`src/rtl/bloco_controle_pkg.sv`:
```
// Shared types for the iterative-datapath controller: state encoding, mux select codes
// and the state-to-output decode used by bloco_controle_iter.
package bloco_controle_pkg;

   typedef enum logic [3:0] {
      IDLE,
      LOAD,
      B_MUL,
      B_ACC,
      B_SUM,
      B_UPD,
      E_POST,
      E_FIN,
      DONE
   } estado_t;

   localparam logic [1:0] SEL_A = 2'd0;
   localparam logic [1:0] SEL_B = 2'd1;
   localparam logic [1:0] SEL_C = 2'd2;
   localparam logic [1:0] SEL_D = 2'd3;

   typedef struct packed {
      logic [1:0] m0;
      logic [1:0] m1;
      logic [1:0] m2;
      logic       lx;
      logic       lh;
      logic       ls;
      logic       h;
      logic       pronto;
      logic       ocupado;
   } saidas_t;

   function automatic saidas_t decodifica(input estado_t e);
      saidas_t s;
      s = '0;
      case (e)
         LOAD:   begin s.lx = 1'b1; s.h = 1'b1; s.m1 = SEL_B; end
         B_MUL:  begin s.h = 1'b1; s.m1 = SEL_B; end
         B_ACC:  begin s.lh = 1'b1; s.h = 1'b1; s.m1 = SEL_B; end
         B_SUM:  begin
            s.ls = 1'b1; s.h = 1'b1;
            s.m0 = SEL_B; s.m1 = SEL_D; s.m2 = SEL_B;
         end
         B_UPD:  begin s.lh = 1'b1; s.h = 1'b1; s.m0 = SEL_C; s.m1 = SEL_B; end
         E_POST: begin s.ls = 1'b1; s.m1 = SEL_D; s.m2 = SEL_C; end
         E_FIN:  begin s.ls = 1'b1; s.m0 = SEL_D; s.m2 = SEL_C; end
         DONE:   s.pronto = 1'b1;
         default: s = '0;
      endcase
      s.ocupado = (e != IDLE) && (e != DONE);
      return s;
   endfunction

endpackage

```
`src/rtl/contador_iter.sv`:
```
// Loop iteration counter: synchronous clear/increment, flags the last pass against n_reg.
module contador_iter #(
   parameter int CNT_W = 4
) (
   input  logic             clk,
   input  logic             rst_n,
   input  logic             limpa,
   input  logic             incr,
   input  logic [CNT_W-1:0] n_reg,
   output logic [CNT_W-1:0] cnt,
   output logic             ultimo
);

   always_ff @(posedge clk or negedge rst_n) begin
      if (!rst_n) begin
         cnt <= '0;
      end else if (limpa) begin
         cnt <= '0;
      end else if (incr) begin
         cnt <= cnt + CNT_W'(1);
      end
   end

   // n_reg==0 never reaches the loop, so the wrapped n_reg-1 is never consulted
   assign ultimo = (cnt == n_reg - CNT_W'(1));

endmodule

```
`src/rtl/bloco_controle_iter.sv`:
```
// Successor control FSM for the X/H/S iterative datapath: load, N loop passes, epilogue, done/ack.
// Optional abort input enabled by defining BLOCO_CTRL_ABORT_EN.
module bloco_controle_iter #(
   parameter int CNT_W        = 4,
   parameter int SEL_W        = 2,
   parameter int AUTO_RESTART = 0
) (
   input  logic             clk,
   input  logic             rst_n,
`ifdef BLOCO_CTRL_ABORT_EN
   input  logic             abortar,
`endif
   input  logic             inicio,
   input  logic [CNT_W-1:0] n_iter,
   input  logic             ack,
   output logic [SEL_W-1:0] M0,
   output logic [SEL_W-1:0] M1,
   output logic [SEL_W-1:0] M2,
   output logic             LX,
   output logic             LH,
   output logic             LS,
   output logic             H,
   output logic             pronto,
   output logic             ocupado,
   output logic [CNT_W-1:0] iter
);

   import bloco_controle_pkg::*;

   estado_t          estado, prox;
   saidas_t          s_prox;
   logic [CNT_W-1:0] n_reg;
   logic [CNT_W-1:0] cnt;
   logic             ultimo;
   logic             inicia;
   logic             aborta;
   logic             incr;

`ifdef BLOCO_CTRL_ABORT_EN
   assign aborta = abortar && (estado != IDLE);
`else
   assign aborta = 1'b0;
`endif

   assign inicia = (estado == IDLE) && inicio;
   assign incr   = (estado == B_UPD) && !ultimo && !aborta;

   always_comb begin
      prox = estado;
      case (estado)
         IDLE:   if (inicio) prox = LOAD;
         LOAD:   prox = (n_reg != '0) ? B_MUL : E_POST;
         B_MUL:  prox = B_ACC;
         B_ACC:  prox = B_SUM;
         B_SUM:  prox = B_UPD;
         B_UPD:  prox = ultimo ? E_POST : B_MUL;
         E_POST: prox = E_FIN;
         E_FIN:  prox = DONE;
         DONE:   if (ack || (AUTO_RESTART != 0)) prox = IDLE;
         default: prox = IDLE;
      endcase
      if (aborta) prox = IDLE;
   end

   assign s_prox = decodifica(prox);

   contador_iter #(.CNT_W(CNT_W)) u_contador (
      .clk    (clk),
      .rst_n  (rst_n),
      .limpa  (inicia || aborta),
      .incr   (incr),
      .n_reg  (n_reg),
      .cnt    (cnt),
      .ultimo (ultimo)
   );

   // Outputs are registered from the next-state decode so they line up with estado
   always_ff @(posedge clk or negedge rst_n) begin
      if (!rst_n) begin
         estado  <= IDLE;
         n_reg   <= '0;
         M0      <= '0;
         M1      <= '0;
         M2      <= '0;
         LX      <= 1'b0;
         LH      <= 1'b0;
         LS      <= 1'b0;
         H       <= 1'b0;
         pronto  <= 1'b0;
         ocupado <= 1'b0;
      end else begin
         estado  <= prox;
         if (inicia) n_reg <= n_iter;
         M0      <= SEL_W'(s_prox.m0);
         M1      <= SEL_W'(s_prox.m1);
         M2      <= SEL_W'(s_prox.m2);
         LX      <= s_prox.lx;
         LH      <= s_prox.lh;
         LS      <= s_prox.ls;
         H       <= s_prox.h;
         pronto  <= s_prox.pronto;
         ocupado <= s_prox.ocupado;
      end
   end

   assign iter = cnt;

endmodule

```
`config.mk`:
```
export PLATFORM = sky130hd
export DESIGN_NAME = bloco_controle_iter
export DESIGN_NICKNAME = d
export VERILOG_FILES = /design/src/rtl/bloco_controle_pkg.sv /design/src/rtl/contador_iter.sv /design/src/rtl/bloco_controle_iter.sv
export SDC_FILE = /design/constraint.sdc
export NUM_CORES = 1
export LEC_CHECK = 0
export ABC_AREA = 0
export CAP_MARGIN = 10
export CELL_PAD_IN_SITES_DETAIL_PLACEMENT = 1
export CELL_PAD_IN_SITES_GLOBAL_PLACEMENT = 1
export CORE_ASPECT_RATIO = 2
export CORE_MARGIN = 3
export CORE_UTILIZATION = 40
export CTS_CLUSTER_DIAMETER = 40
export DETAILED_ROUTE_END_ITERATION = 6
export GPL_TIMING_DRIVEN = 0
export PLACE_DENSITY = 0.87
export SKIP_LAST_GASP = 1
export SLEW_MARGIN = 20
export SYNTH_ARGS = -nofsm -noshare
export SYNTH_HDL_FRONTEND = slang
export SYNTH_SLANG_ARGS = --single-unit
```
`constraint.sdc`:
```
create_clock -name clk -period 3 [get_ports clk]
set_input_delay 0.45 -clock clk [delete_from_list [all_inputs] [get_ports clk]]
set_output_delay 0.45 -clock clk [all_outputs]
set_load 0.05 [all_outputs]
```
# Yosys cells after proc, flatten, opt, wreduce, memory -nomap -nowiden
# Cells that the tools add are included.
# word_totals
regBits,24
in_bits,8
# op_classes
add_sub_neg,2
eq_ne,18
muxes,15
n_reduce_logical,14
# ops
cell,count
case mux 4 bit (9 select lines),1
equality test 4 x 3 -> 1 bit (second input constant),8
equality test 4 x 2 -> 1 bit (second input constant),4
two-way mux 4 bit,4
equality test 4 x 1 -> 1 bit (second input constant),2
equality test 4 bit (second input constant),2
case mux 2 bit (2 select lines),2
nonzero test 4 bit,2
two-way mux 3 bit,2
case mux 2 bit (3 select lines),1
OR reduction 2 bit,3
two-way mux 1 bit,5
OR reduction 5 bit,1
adder 4 x 1 -> 4 bit (second input constant),1
equality test 4 bit,1
logical NOT 4 bit,1
!= test 4 bit (second input constant),1
OR reduction 4 bit,1
subtractor 4 x 1 -> 4 bit (second input constant),1
logical AND 1 bit,3
OR reduction 3 bit,1
nonzero test 2 bit,1
logical NOT 1 bit,1

# Logic depth before layout (Yosys ltp)
# Gate-level depths: netlist (run 1).
# logic_depth
depth_word,7
depth_mapped,7

# Hierarchy
# Synthesis (run 1) repeated with hierarchy kept, for this count alone.
# unflattened
cells_unflattened,98
area_unflattened_um2,1171.1
# modules_own_cells
module,n_inst,cells_per_inst,area_per_inst_um2
bloco_controle_iter,1,72,902.1
contador_iter,1,26,269.0

# Worst setup path after synthesis (run 1)
# No wires, ideal clock.
# synth_timing
kind,reg-to-reg
start,register u_contador.cnt[2]
end,register u_contador.cnt[3]
setup_time_ps,79
arrival_ps,1707
path_slack_ps,1214
path_stages_with_launch,6
synth_period_minus_slack_ps,1786
path_cell_list,dfrtp_1 -> xnor3_1 -> nand3_2 -> o21ai_4 -> or3_1 -> a21oi_1
# synth_between
elab_chain_len,4
word_cells_on_any_way,7
# synth_lines
item,line,source
"start, declared",contador_iter.sv:10,"output logic [CNT_W-1:0] cnt,"
"start signal, assigned",contador_iter.sv:20,cnt <= cnt + CNT_W'(1);
branches (longest 4 deep; another with adder 4 x 1 -> 4 bit),n/a,
# Several ways; the timed one is not identified. The select of a mux whose other input is x is not followed.
# A chain may end at the register's enable or synchronous reset.

# Worst setup path in the final report (run 1)
# layout_timing
start,register u_contador.cnt[0]
end,output iter[0]
# layout_lines
item,line,source
"end, declared",bloco_controle_iter.sv:25,output logic [CNT_W-1:0] iter
# No word-level cell between the ends.

==> results.md, run 1 <==
- The post-route netlist has 7.752% of its cells at a drive strength greater than 1.
- The switching fraction of total power is 47.60%.
- The number of flops mapped to enable cells by yosys is 0.
- The critical path goes through clkdlybuf4s50_1.
- The total power is 1776 uW.
- The total number of clock tree sinks is 24.
- The number of design rule violations left after detail routing is 0.
- The number of standard cells in the final layout excluding fillers is 157.
- The post-layout net count is 141.
- The final number of hold-violating endpoints is 0.
- The number of unique standard cell types used by synthesis is 32.
- The power per unit of standard cell area is 1264 nW/um2.
- The number of detailed-route iterations in the first pass is 4.
- The total placed cells including tap cells is 153.
- The setup TNS is 0 ns.
- The worst setup path is launched from a flip-flop.
- The signal arrival time at the worst endpoint is 1.56 ns.
- Among all stages on the critical path, the largest delay is contributed by sky130_fd_sc_hd__clkdlybuf4s50_1.
- The routability congestion estimate from global placement is 0.7682.
- For this run, the leading register cell type out of synthesis is sky130_fd_sc_hd__dfrtp_1.
- The net count after synthesis is 113.
- The total area inside the core boundary comes to 2570 um2.
- Summing all multi-input logic gate instances after layout gives 442.9 um2.
- The count of buffer and inverter cells on the critical path is 1.
- The number of antenna violations at the first check in global routing is 0.
- Setup violations remaining at the end of the flow were counted as 0.
- The post-synthesis instance total is 102.
- The Yosys step of the flow raised 0 warnings.
- The count of cells resized by post-cts repair is 0.
- Summed over all layers, the global routing overflow is 0.
- The post-synthesis register bit count is 24.
- The peak ir drop on the vdd network is 514.4 uV.
- The die is 79.82 um tall.
- The count of pins on the block boundary is 24.
- The final-report max-slew violation count is 0.
- The number of buffers inserted by post-CTS setup repair is 0.
- The TritonCTS clock tree is built.
- The floorplan has 26 rows.
- The classification of the worst setup path is flip-flop to output port.
- The die covers 3425 um2.
- Entering global routing, the biggest net connects 25 pins.
- Compared with the post-synthesis result, the final layout area differs by 28.93%.
- The first global-routing pass estimated 4491 um of wire.
- For the pin with the worst max-slew slack, the measured transition is 0.5358 ns.
- Per report_power, the combinational group accounts for 57.0% of the total.
- Once detail routing completed, the nets flagged for antenna violations numbered 0.
- The total wire length is 2507 um.
- The leakage power of the design is 0.0006147 uW.
- Global routing used 17.71% of the available tracks.
- Across the whole layout, storage elements account for 600.6 um2.
- The analysis attributes to net switching a power of 845.4 uW.
- Setup repair after global routing left no endpoint under its margin.
- The root buffer cell chosen for the clock tree is sky130_fd_sc_hd__clkbuf_8.
- The insertion delay to the later sink of the worst-skew pair is 0.27 ns.
- The clock power share is 12.2%.
- The via count of the first global-routing pass is 1,010.
- The number of vias per cell after detailed routing is 5.376.
- The cell-internal power is 930.7 uW.
- After detailed routing, the average wire length per cell comes to 15.97 um.
- The worst path required time is 2.55 ns.
- The cell class contributing the biggest share of worst-path delay is buffers and inverters.
- After filler insertion, the fill cell instance count of the layout stands at 288.
- The share of the clock period used by the worst path is 67.03%.
- The count of port buffers added during placement is 23.
- The endpoint class of the critical path is an output port.
- The tightest min-delay check is of the primary input to async pin type.
- Measured against its own limit, the worst slew margin works out to 64.28%.
- The number of diodes added for antenna fixing is 0.
- The power share of the sequential group is 30.8%.
- The max-cap check violation count is 0.
- At the placement stage, the worst setup path has a slack of 1.204 ns.
- The die boundary width is 42.91 um.
- A synthesized cell averages 10.68 um2.
- The highest cell delay on the worst timing path is 0.84 ns.
- The TritonCTS buffer count is 3.
- Across all layers, the routed design uses 844 vias.
- The run finished with clean final reports.
- Counting along the longest clock path gives a buffer depth of 2.
- For the finished layout, the period the worst path requires is 2.011 ns.
- For this block, the initial DRC count from the detailed router was 11.
- In the synthesized netlist the async set-or-reset flop fraction comes to 100.0%.
- Along the worst path, the maximum fanout reaches 6.
- Once the floorplan was initialized, standard cells occupied 42.41% of the core.
- After legalization and detailed placement, the total HPWL measured 1984 um.
- In this run, post-CTS hold repair placed 0 buffers.
- After synthesis the cells add up to 1090 um2.
- The level count of the clock H-tree is 1.
- The minimum setup slack in the final design is 0.9890 ns.
- The clock slew at the register clock pins of the worst setup and hold paths is 0.08 ns.
- The share of the Yosys chip area taken by registers is 55.11%.
- The clock skew is 0.001365 ns.
- The maximum operating frequency is 497.3 MHz.
power by group through the flow:
stage / Clock (uW) / Sequential (uW) / Combinational [uW]
after floorplan: 0 / 803 / 468
after global placement: 0 / 547 / 982
after detailed placement: 0 / 558 / 1020
after CTS: 228 / 551 / 1030
after global routing: 246 / 568 / 1090
final: 217 / 547 / 1010
per-stage QoR:
step	util [%]	hold WS, ns	instance area (um2)
after global routing	54.67	0.1809	1405
after detailed placement	52.73	0.5710	1355
final	54.67	0.1515	1405
after CTS	54.87	0.5905	1410
after floorplan	-	0.1544	1090
after global placement	52.73	0.5341	1355
final timing paths:
kind | from | end | slack [ns] | depth (start not counted)
max in group asynchronous | rst_n | u_contador.cnt[3] | 2.49 | 1
min in group clk | u_contador.cnt[2] | u_contador.cnt[2] | 0.58 | 1
hold reg to reg | u_contador.cnt[2] | u_contador.cnt[2] | 0.58 | 1
hold / removal | rst_n | n_reg[0] | 0.15 | 1
setup reg to reg | n_reg[0] | H | 1.21 | 7
setup / recovery | u_contador.cnt[0] | iter[0] | 0.99 | 1
cell type report:
class,instances,share of cell area (%)
well taps,28,2.493
repair buffers,23,16.03
flip-flops and latches,24,42.74
clock buffers,4,3.918
plain buffers,4,1.158
inverters,8,2.137
multi-input cells,66,31.52
layer usage:
layer  vias up  track usage [%]  wire [um]  share of wire (%)
met5         -                0          0                  0
met4         0            12.15         95                3.8
met3         7            2.709         71                2.8
met2        21            32.98       1474                 59
met1       414            16.64        867                 35
li1        402                -          -                  -
synthesized netlist by cell type, types with 3 or more instances:
cell | count | area [um2]
sky130_fd_sc_hd__dfrtp_1 | 24 | 600.6
sky130_fd_sc_hd__nand2_1 | 9 | 33.78
sky130_fd_sc_hd__nor2_1 | 8 | 30.03
sky130_fd_sc_hd__inv_1 | 7 | 26.28
sky130_fd_sc_hd__o21ai_0 | 6 | 30.03
sky130_fd_sc_hd__nand2b_1 | 4 | 25.02
sky130_fd_sc_hd__nand3_1 | 4 | 20.02
sky130_fd_sc_hd__nor3_1 | 4 | 20.02
sky130_fd_sc_hd__a21oi_1 | 3 | 15.01
sky130_fd_sc_hd__clkbuf_1 | 3 | 11.26
sky130_fd_sc_hd__ha_1 | 3 | 37.54
sky130_fd_sc_hd__o22ai_1 | 3 | 18.77
sky130_fd_sc_hd__xnor2_1 | 3 | 26.28
sky130_fd_sc_hd__xor2_1 | 3 | 26.28
cells in the final DEF, fill, tap and decap left out, types with 4 or more instances in the layout:
| cell type | count |
|---|---|
| sky130_fd_sc_hd__nor3_1 | 4 |
| sky130_fd_sc_hd__o21ai_0 | 6 |
| sky130_fd_sc_hd__nand3_1 | 4 |
| sky130_fd_sc_hd__nand2b_1 | 4 |
| sky130_fd_sc_hd__nor2_1 | 8 |
| sky130_fd_sc_hd__clkbuf_8 | 4 |
| sky130_fd_sc_hd__inv_1 | 7 |
| sky130_fd_sc_hd__dfrtp_1 | 24 |
| sky130_fd_sc_hd__clkdlybuf4s50_1 | 22 |
| sky130_fd_sc_hd__nand2_1 | 9 |
logic make-up (layout without fill, tap and decap cells):
family,count (synthesis),after routing,share of synthesized area [%]
AOI/OAI and AO/OA,20,20,12.97
xor gates and xnor gates,7,7,6.889
adders and majority gates,3,3,3.445
buffers and inverters,12,39,4.248
DFF,24,24,55.11
and+or+nand+nor,36,36,17.34
Note: power is estimated with default switching activity, not from simulation.
==> inputs of run 2 (changes only) <==
--- a/config.mk
+++ b/config.mk
@@ -11,11 +11,11 @@
 export CELL_PAD_IN_SITES_GLOBAL_PLACEMENT = 1
 export CORE_ASPECT_RATIO = 2
 export CORE_MARGIN = 3
-export CORE_UTILIZATION = 40
+export CORE_UTILIZATION = 34
 export CTS_CLUSTER_DIAMETER = 40
 export DETAILED_ROUTE_END_ITERATION = 6
 export GPL_TIMING_DRIVEN = 0
-export PLACE_DENSITY = 0.87
+export PLACE_DENSITY = 0.8
 export SKIP_LAST_GASP = 1
 export SLEW_MARGIN = 20
 export SYNTH_ARGS = -nofsm -noshare
==> constraint.sdc (replaced) <==
create_clock -name clk -period 1.6 [get_ports clk]
set_input_delay 0.24 -clock clk [delete_from_list [all_inputs] [get_ports clk]]
set_output_delay 0.24 -clock clk [all_outputs]
set_load 0.05 [all_outputs]
==> results.md, run 2 (same netlist as run 1, synthesis figures left out) <==
- The total number of clock tree sinks is 24 (unchanged).
- The proportion of layout cells with a drive suffix above 1 was 24.44% (was 7.752%).
- The cell area reported after detailed placement is 1375 um2 (was 1355 um2).
- The TritonCTS buffer count was 3 (unchanged).
- The clock slew at the register clock pins of the worst setup and hold paths is 0.08 ns (about the same).
- The initial core utilization is 36.17% (was 42.41%).
- The setup TNS is -0.01247 ns (was 0 ns).
- The overall via count from detail_route is 867 (was 844).
- The master cell of the clock root buffer is sky130_fd_sc_hd__clkbuf_8 (unchanged).
- The maximum number of pins on one net before global-route repair is 25 (unchanged).
- The via count of the first global-routing pass is 955 (was 1,010).
- The iteration-0 DRC count of the detailed router is 9 (was 11).
- The synthesis-to-finish area growth was 38.46% (was 28.93%).
- The final-report setup violation count came to 2 (was 0).
- Status: finished with violations (was complete, no violations).
- The die footprint is 3962 um2 (was 3425 um2).
- The insertion delay to the later sink of the worst-skew pair came to 0.26 ns (was 0.27 ns).
- Setup repair after global routing missed its margin: true (was false).
- The count of standard-cell rows was 28 (was 26).
- The routed length per placed instance is 16.47 um (was 15.97 um).
- The worst relative slew slack is 63.95% (was 64.28%).
- The maximum clock path buffer count is 2 (unchanged).
- The signal arrival time at the worst endpoint was 1.81 ns (was 1.56 ns).
- The level count of the clock H-tree is 1 (unchanged).
- The die boundary width is 46.03 um (was 42.91 um).
- The TritonCTS clock tree is built (unchanged).
- The minimum clock period is 1.612 ns.
- The aggregate global routing overflow is 0 (unchanged).
- The residual antenna-violating net count after detailed routing is 0 (unchanged).
- Highest-count cells in the layout ignoring fill and taps: sky130_fd_sc_hd__dfrtp_1 (19), sky130_fd_sc_hd__dlygate4sd2_1 (16), sky130_fd_sc_hd__nand2_1 (9) (was sky130_fd_sc_hd__dfrtp_1 (24), sky130_fd_sc_hd__clkdlybuf4s50_1 (22), sky130_fd_sc_hd__nand2_1 (9)).
- The kind of launch point of the worst setup path is a flip-flop (unchanged).
- The number of antenna violations at the first check in global routing is 0 (unchanged).
- The total track usage is 15.51% (was 17.71%).
- The checks that failed: negative setup slack.
- The number of vias per cell after detailed routing is 5.255 (was 5.376).
- The peak ir drop on the vdd network is 827.7 uV (was 514.4 uV).
- The highest net fanout along the worst path was 4 (was 6).
- The final core utilization is 50.08% (was 54.67%).
- The final number of hold-violating endpoints is 0 (unchanged).
- The die extent in y is 86.07 um (was 79.82 um).
- The number of diodes added for antenna fixing is 0 (unchanged).
- The power per unit of standard cell area came to 2313 nW/um2 (was 1264 nW/um2).
- The clock skew came to 0.002407 ns (was 0.001365 ns).
- The worst min-delay path category is primary input to async pin (unchanged).
- The most common cell after layout, fill and taps aside was sky130_fd_sc_hd__dfrtp_1 (unchanged).
- The routability congestion estimate from global placement came to 0.8092 (was 0.7682).
- The max-cap check violation count is 0 (unchanged).
- The HPWL reported at the end of detailed placement came to 1988 um (was 1984 um).
- The worst path required time is 1.79 ns (was 2.55 ns).
- The core area is 3013 um2 (was 2570 um2).
- The classification of the worst setup path is flip-flop to flip-flop (was flip-flop to output port).
- The total wire length is 2717 um (was 2507 um).
- The slew at the pin with the worst max-slew slack is 0.5408 ns (was 0.5358 ns).
- The final standard cell area without fillers is 1509 um2 (was 1405 um2).
- The number of detailed-route iterations in the first pass was 4 (unchanged).
- The wire length of the first global-routing pass is 4464 um (was 4491 um).
- The count of pins on the block boundary is 24 (unchanged).
- The number of design rule violations left after detail routing came to 0 (unchanged).
- The count of port buffers added during placement is 23 (unchanged).
- The share of the clock period used by the worst path is 100.8%.
- The final-report max-slew violation count is 0 (unchanged).
- The endpoint class of the critical path is a flip-flop (was output port).
- The minimum setup slack in the final design is -0.01238 ns (was 0.9890 ns).
- Timing would allow up to 620.2 MHz.
- The leakage power of the design is 0.0007073 uW (was 0.0006147 uW).
- The post-layout net count is 147 (was 141).
-- run 2: cell count changes in the layout (fill, tap and decap cells not counted), sizes merged --
cell | previous run | this run
buf | 2 | 7
dlygate4sd2 | 0 | 16
dlygate4sd3 | 0 | 1
inv | 7 | 8
clkinv | 1 | 0
clkdlybuf4s50 | 22 | 6
-- run 2: path summary, 6_finish.rpt --
| path | start | end | slack, ns | cells after the start |
|---|---|---|---|---|
| max in group asynchronous | rst_n | n_reg[2] | 0.72 | 2 |
| max | n_reg[1] | u_contador.cnt[3] | -0.01 | 7 |
| max reg2reg | n_reg[1] | u_contador.cnt[3] | -0.01 | 7 |
| min | rst_n | u_contador.cnt[2] | 0.49 | 2 |
| min reg2reg | u_contador.cnt[2] | u_contador.cnt[2] | 0.54 | 1 |
| min in group clk | n_iter[2] | n_reg[2] | 0.51 | 3 |
-- run 2: final cells by class --
class	instances	area (um2)
inverters	8	30.03
clock buffers	4	45.04
repair buffers	29	265.3
plain buffers	4	17.52
fillers	345	1504
flip-flops and latches	24	606.8
well taps	30	37.54
multi-input cells	66	506.7
-- run 2: what timing repair did --
action,CTS,global route
cloned,0,0
pin swaps,6,7
gates resized for setup,23,10
hold buffers,0,1
setup buffers,2,3
endpoints found under the setup margin,26,11
hold endpoints to repair,0,12
-- run 2: worst max-delay path, cell delays in order (launching register included) --
cell                      delay (ns)
sky130_fd_sc_hd__dfrtp_1        0.40
sky130_fd_sc_hd__inv_2          0.10
sky130_fd_sc_hd__ha_4           0.13
sky130_fd_sc_hd__xnor3_1        0.22
sky130_fd_sc_hd__nand3_2        0.13
sky130_fd_sc_hd__o21ai_4        0.09
sky130_fd_sc_hd__or3_4          0.34
sky130_fd_sc_hd__a21oi_2        0.13
-- run 2: power by group --
part | total, uW | switching (uW) | leakage (uW) | internal (uW)
Sequential | 1040 | 183 | 0.000298 | 859
Combinational | 2080 | 1340 | 0.000386 | 746
Clock | 364 | 186 | 0.0000228 | 178
-- run 2: routing by layer --
layer	global-route usage (%)	vias to the layer above	share of wire [%]
met3	1.891	6	2.4
met1	17.13	432	36
li1	-	415	-
met4	7.772	0	2.6
met2	27.14	14	59
met5	0	-	0
-- run 2: metrics by stage --
step	hold WS [ns]	power, uW	setup slack [ns]	instances
2_1_floorplan	-0.05559	2429	-0.01089	102
4_1_cts	0.5052	3387	-0.05350	161
5_1_grt	0.5304	3748	-0.09040	165
3_3_place_gp	0.5168	2927	-0.1082	155
6_report	0.4852	3491	-0.01238	165
3_5_place_dp	0.5359	3007	-0.1855	155
